$ cat src/rtl/demux4_stream.sv
// Purpose: steers one valid/ready word stream to one of four channels, each with a one-entry output register.
// Latency: one cycle from input accept to channel valid.
// Backpressure: ready_o drops only when the selected channel is full and not draining this cycle; other channels are unaffected.
module demux4_stream #(
    parameter int Width      = 16,
    parameter int CountWidth = 8
) (
    input  logic                  clk_i,
    input  logic                  rst_i,
    input  logic                  valid_i,
    output logic                  ready_o,
    input  logic [1:0]            sel_i,
    input  logic [Width-1:0]      data_i,
    output logic [Width-1:0]      a_o,
    output logic [Width-1:0]      b_o,
    output logic [Width-1:0]      c_o,
    output logic [Width-1:0]      d_o,
    output logic                  a_valid_o,
    output logic                  b_valid_o,
    output logic                  c_valid_o,
    output logic                  d_valid_o,
    input  logic                  a_ready_i,
    input  logic                  b_ready_i,
    input  logic                  c_ready_i,
    input  logic                  d_ready_i,
    output logic [CountWidth-1:0] count_o
);

    // One output slot: occupancy flag plus the held word.
    typedef struct packed {
        logic             vld;
        logic [Width-1:0] dat;
    } chan_t;

    chan_t [3:0]           chan_q;
    logic  [3:0]           chan_rdy;
    logic                  accept;
    logic [CountWidth-1:0] count_q;

    // Index 0..3 maps to channels a..d, matching the sel_i encoding.
    assign chan_rdy = {d_ready_i, c_ready_i, b_ready_i, a_ready_i};

    // Accept when the target slot is empty or is being emptied this same cycle.
    always_comb begin
        ready_o = !rst_i && (!chan_q[sel_i].vld || chan_rdy[sel_i]);
        accept  = valid_i && ready_o;
    end

    // Slot update per channel: a fill wins over a drain, so a simultaneous drain+fill keeps the slot valid.
    always_ff @(posedge clk_i) begin
        if (rst_i) begin
            chan_q  <= '0;
            count_q <= '0;
        end else begin
            for (int k = 0; k < 4; k++) begin
                if (accept && (sel_i == 2'(k))) begin
                    chan_q[k].vld <= 1'b1;
                    chan_q[k].dat <= data_i;
                end else if (chan_q[k].vld && chan_rdy[k]) begin
                    // Data is left as-is after a drain; only the valid flag drops.
                    chan_q[k].vld <= 1'b0;
                end
            end
            if (accept) begin
                count_q <= count_q + CountWidth'(1);
            end
        end
    end

    assign a_o       = chan_q[0].dat;
    assign b_o       = chan_q[1].dat;
    assign c_o       = chan_q[2].dat;
    assign d_o       = chan_q[3].dat;
    assign a_valid_o = chan_q[0].vld;
    assign b_valid_o = chan_q[1].vld;
    assign c_valid_o = chan_q[2].vld;
    assign d_valid_o = chan_q[3].vld;
    assign count_o   = count_q;

endmodule
$ cat config.mk
export PLATFORM = sky130hd
export DESIGN_NAME = demux4_stream
export DESIGN_NICKNAME = d
export VERILOG_FILES = /design/src/rtl/demux4_stream.sv
export SDC_FILE = /design/constraint.sdc
export NUM_CORES = 1
export LEC_CHECK = 0
export BUFFER_PORTS_ARGS = -buffer_cell sky130_fd_sc_hd__buf_2
export CAP_MARGIN = 30
export CORE_ASPECT_RATIO = 1.2
export CORE_MARGIN = 2
export CORE_UTILIZATION = 30
export CTS_BUF_LIST = sky130_fd_sc_hd__clkbuf_4 sky130_fd_sc_hd__clkbuf_8
export DETAILED_ROUTE_END_ITERATION = 6
export PLACE_DENSITY = 0.63
export SYNTH_ARGS = -nofsm -noshare
export SYNTH_HDL_FRONTEND = slang
export SYNTH_SLANG_ARGS = --single-unit
$ cat constraint.sdc
create_clock -name clk_i -period 3.1 [get_ports clk_i]
set_input_delay 0.62 -clock clk_i [delete_from_list [all_inputs] [get_ports clk_i]]
set_output_delay 0.62 -clock clk_i [all_outputs]
set_load 0.005 [all_outputs]
Word-level counts from Yosys, hierarchy flattened
Cells that the tools add are included.
Widths: inputs -> output; s select.

cells by class
  muxes and demuxes = 12
  $lt $le $gt $ge = 1
  reductions and logical operators = 18
  add/subtract/negate cells = 1
  equality and inequality tests = 3

operator list
  kind                 number
  $bmux 17 s2          1
  $mux 17              1
  $logic_and 1x1->1    10
  $mux 1               9
  $add 8x1->8 const B  1
  $reduce_bool 2->1    4
  $eq 2x2->1 const B   2
  $lt 2x3->1 const B   1
  $bmux 1 s2           1
  $eq 2x1->1 const B   1
  $logic_not 1->1      2
  $logic_not 2->1      1
  $logic_or 1x1->1     1

word-level totals
  bits of input ports = 25
  register bits = 76
  output and inout bits = 77

Longest topological paths before layout
  depth after elaboration = 8
  depth in mapped cells = 7

Worst setup path before layout
OpenSTA, ideal clock, no wires.

  path type = input -> output
  from = input port b_ready_i
  to = output port ready_o
  stages = 4
  slack = 1005 ps
  data arrival time = 1475 ps
  path through = nor2b_1 mux4_2 clkbuf_1 nor2_1

on the way
  longest elaborated chain between the ends = 4

RTL lines
  what                          RTL line  source
  start: declaration            23        input logic b_ready_i,
  $bmux 1 s2                    45        ready_o = !rst_i && (!chan_q[sel_i].vld || chan_rdy[sel_i]);
  $mux 1 (implied by the code)  45
  $logic_or 1x1->1              45
  $logic_and 1x1->1             45
  end: declaration              11        output logic ready_o,

No other way between the ends. The select of a mux whose other input is x is not followed.

Worst setup path after layout
  from = input port sel_i[1]
  to = output port ready_o

on the way
  longest elaborated chain between the ends = 5
  elaborated cells between the ends (all ways) = 7

RTL lines
  what                           RTL line  source
  start: declaration             12        input logic [1:0] sel_i,
  $bmux 17 s2                    45
  $mux 17 (implied by the code)  45
  $logic_not 1->1                45
  $logic_or 1x1->1 (*)           45
  $logic_and 1x1->1 (*)          45

Every way passes the cells marked *; elsewhere a longest branch is shown, timed or not. The select of a mux whose other input is x is not followed.

==> impl_metrics.json <==
{
  "whs_ns": 0.455,
  "period_share_pct": 75.8,
  "num_rows": 38,
  "port_buffers": 101,
  "die_y_um": 110,
  "r2r-end": "count_o[6]$_SDFFE_PP0P_",
  "synth_top_area_share_pct": 53.7,
  "ys_ff_latch": 76,
  "globalplace.congestion": 0.730,
  "cts_hold_buffers": 0,
  "nNetsFinal": 418,
  "antenna_found_initial": 0,
  "hpwl_um": 4820,
  "h-tree-depth": 3,
  "drc": 0,
  "ys_seq_area_share_pct": 53.7,
  "grt_setup_unrepaired": "false",
  "area_growth_pct": 29.7,
  "drtIter0Drc": 60,
  "synth_area_leaders": "dfxtp_1 (54%), mux2i_1 (17%), nor2_1 (7.0%)",
  "hold_class": "reg2reg",
  "cp_slowest_cell": "mux4_2",
  "tightestPinTransition_ns": 0.788,
  "track_usage_pct": 14.3,
  "cts_buffers": 9,
  "vdd_drop_max_mv": 0.287,
  "first_pass_iters": 4,
  "status": "finished, final reports clean",
  "setup_viol": 0,
  "initial_core_util_pct": 31.0,
  "path_cells": "buf_2 > mux4_2 > nor2_1 > buf_2",
  "vias_per_cell": 4.55,
  "synth.avg_cell_area_um2": 9.63,
  "reg2reg_depth": 4,
  "cts_tree": "done",
  "powerDensity_mw_per_mm2": 526,
  "die_width_um": 92.7,
  "grt_pass1_wl_um": 11500,
  "ys_warn_count": 0,
  "cpPeakStageDelay_ns": 0.67,
  "drive_gt1_share_pct": 32.2,
  "critPathLaunchType": "input pin",
  "pin_count": 102,
  "ys_types": 27,
  "synth_nets": 320,
  "end_kind": "primary output",
  "die_area_mm2": 0.0102,
  "cp_max_fo": 17,
  "totalWireLength_um": 7030,
  "grt_pass1_vias": 2329,
  "grt-ovfl-total": 0,
  "ff2ff_setup_slack_ns": 1.28,
  "post_cts_buffers": 0,
  "syn_area_mm2": 0.00283,
  "root_buffer": "clkbuf_8",
  "syn_inst": 294,
  "min_to": "a_o[4]$_SDFFE_PP0P_",
  "final_antenna_net_count": 0,
  "fmax_mhz": 426,
  "post_cts_resized": 0,
  "clock_latency_ns": 0.34,
  "clkTransAtPathRegs_ns": 0.07,
  "dp.cells": 501,
  "regToRegStartpoint": "b_valid_o$_SDFFE_PP0P_",
  "slew_violations": 0,
  "diodes": 0,
  "clock_sinks": 76,
  "tns_ns": 0,
  "hold_depth": 2,
  "vias": 2353,
  "core_mm2": 0.00913,
  "grt_max_degree": 77,
  "synth_top_area_cell": "dfxtp_1",
  "critical_path.most_common_cell": "buf_2",
  "fin_util_pct": 40.2,
  "final_cells": 517,
  "final_common_cell": "buf_2",
  "mostFrequentLayoutCells": "buf_2 (101), dfxtp_1 (76), nor2_1 (53), mux2i_1 (48), nand2_1 (34)",
  "worstPathRequired_ns": 2.48,
  "wl_per_cell_um": 13.6,
  "maxCapViolations": 0,
  "slew_headroom_pct": 47.5,
  "p_leak_nw": 1.82,
  "worstPathArrival_ns": 1.73,
  "hold_violations": 0,
  "clock_path_buffers": 2,
  "path_class": "in2out",
  "clock_skew_ns": 0.00895,
  "period_minus_slack_ns": 2.35,
  "min_from": "a_o[4]$_SDFFE_PP0P_"
}
## state kept, by name, indices dropped and copies added (netlist names)
register / cells
a_o: 16
a_valid_o: 1
b_o: 16
b_valid_o: 1
c_o: 16
c_valid_o: 1
count_o: 8
d_o: 16
d_valid_o: 1
## stage by stage
stage | setup WS [ns] | area [um2] | power (mW)
finish | 0.751 | 3670 | 1.93
global route | 0.672 | 3670 | 2.02
CTS | 0.761 | 3670 | 1.96
detailed placement | 0.757 | 3450 | 1.16
global placement | 0.774 | 3450 | 1.16
floorplan | 1.00 | 2830 | 1.10
## cell families (layout without fill, tap and decap cells)
kind of cell	Yosys count	in the layout	share of synthesized area, %
flip-flops	76	76	53.7
AO/OA/AOI/OAI	34	34	6.10
multiplexers	49	49	17.8
AND/OR/NAND/NOR	112	112	18.4
adder cells (fa/ha/maj)	1	1	0.442
buffers and inverters	22	125	3.58
## report_power, final
group / leakage, nW / total, mW / internal, mW / switching, mW
registers: 0.615 / 1.01 / 0.997 / 0.0112
clock network: 0.113 / 0.793 / 0.447 / 0.346
logic: 1.09 / 0.131 / 0.0558 / 0.0753
total: 1.82 / 1.93 / 1.50 / 0.432
## layer usage
layer  share of wire [%]  global-route usage (%)  up-vias
li1                    -                       -     1183
met1                  43                    16.8     1099
met2                  49                    24.3       64
met3                 6.0                    4.50        7
met4                 1.2                    5.00        0
met5                   0                       0        -
## Yosys cell counts (all sizes together)
cell	count
nor2b	4
mux4	1
nand2b	3
o21ai	7
clkbuf	13
ha	1
mux2i	48
and3	1
nand4	3
inv	3
nor4	1
nor2	53
a21oi	26
nand4bb	1
nor4b	1
dfxtp	76
nand2	34
or4	2
buf	6
or3	7
or4b	1
or3b	1
o31ai	1
## critical path: cells and delay by family
kind,cells,cell delay [ns]
and+or+nand+nor,1,0.14
muxes,1,0.67
buffers and inverters,2,0.29
## how the worst max path moves through the flow
| stage | start | endpoint | slack, ns |
|---|---|---|---|
| 3_3_place_gp | sel_i[1] | ready_o | 0.77 |
| 2_1_floorplan | b_ready_i | ready_o | 1.00 |
| 5_1_grt | sel_i[1] | ready_o | 0.67 |
| 6_report | sel_i[1] | ready_o | 0.75 |
| 4_1_cts | sel_i[1] | ready_o | 0.76 |
| 3_5_place_dp | sel_i[1] | ready_o | 0.76 |
## area by class of cell
class	count	area (um2)
Clock buffer	13	173
Inverter	3	11.3
Fill cell	957	5460
Timing Repair Buffer	106	543
Sequential cell	76	1520
Clock inverter	3	43.8
Tap cell	120	150
Multi-Input combinational cell	196	1230
(Power assumes the default switching activity.)
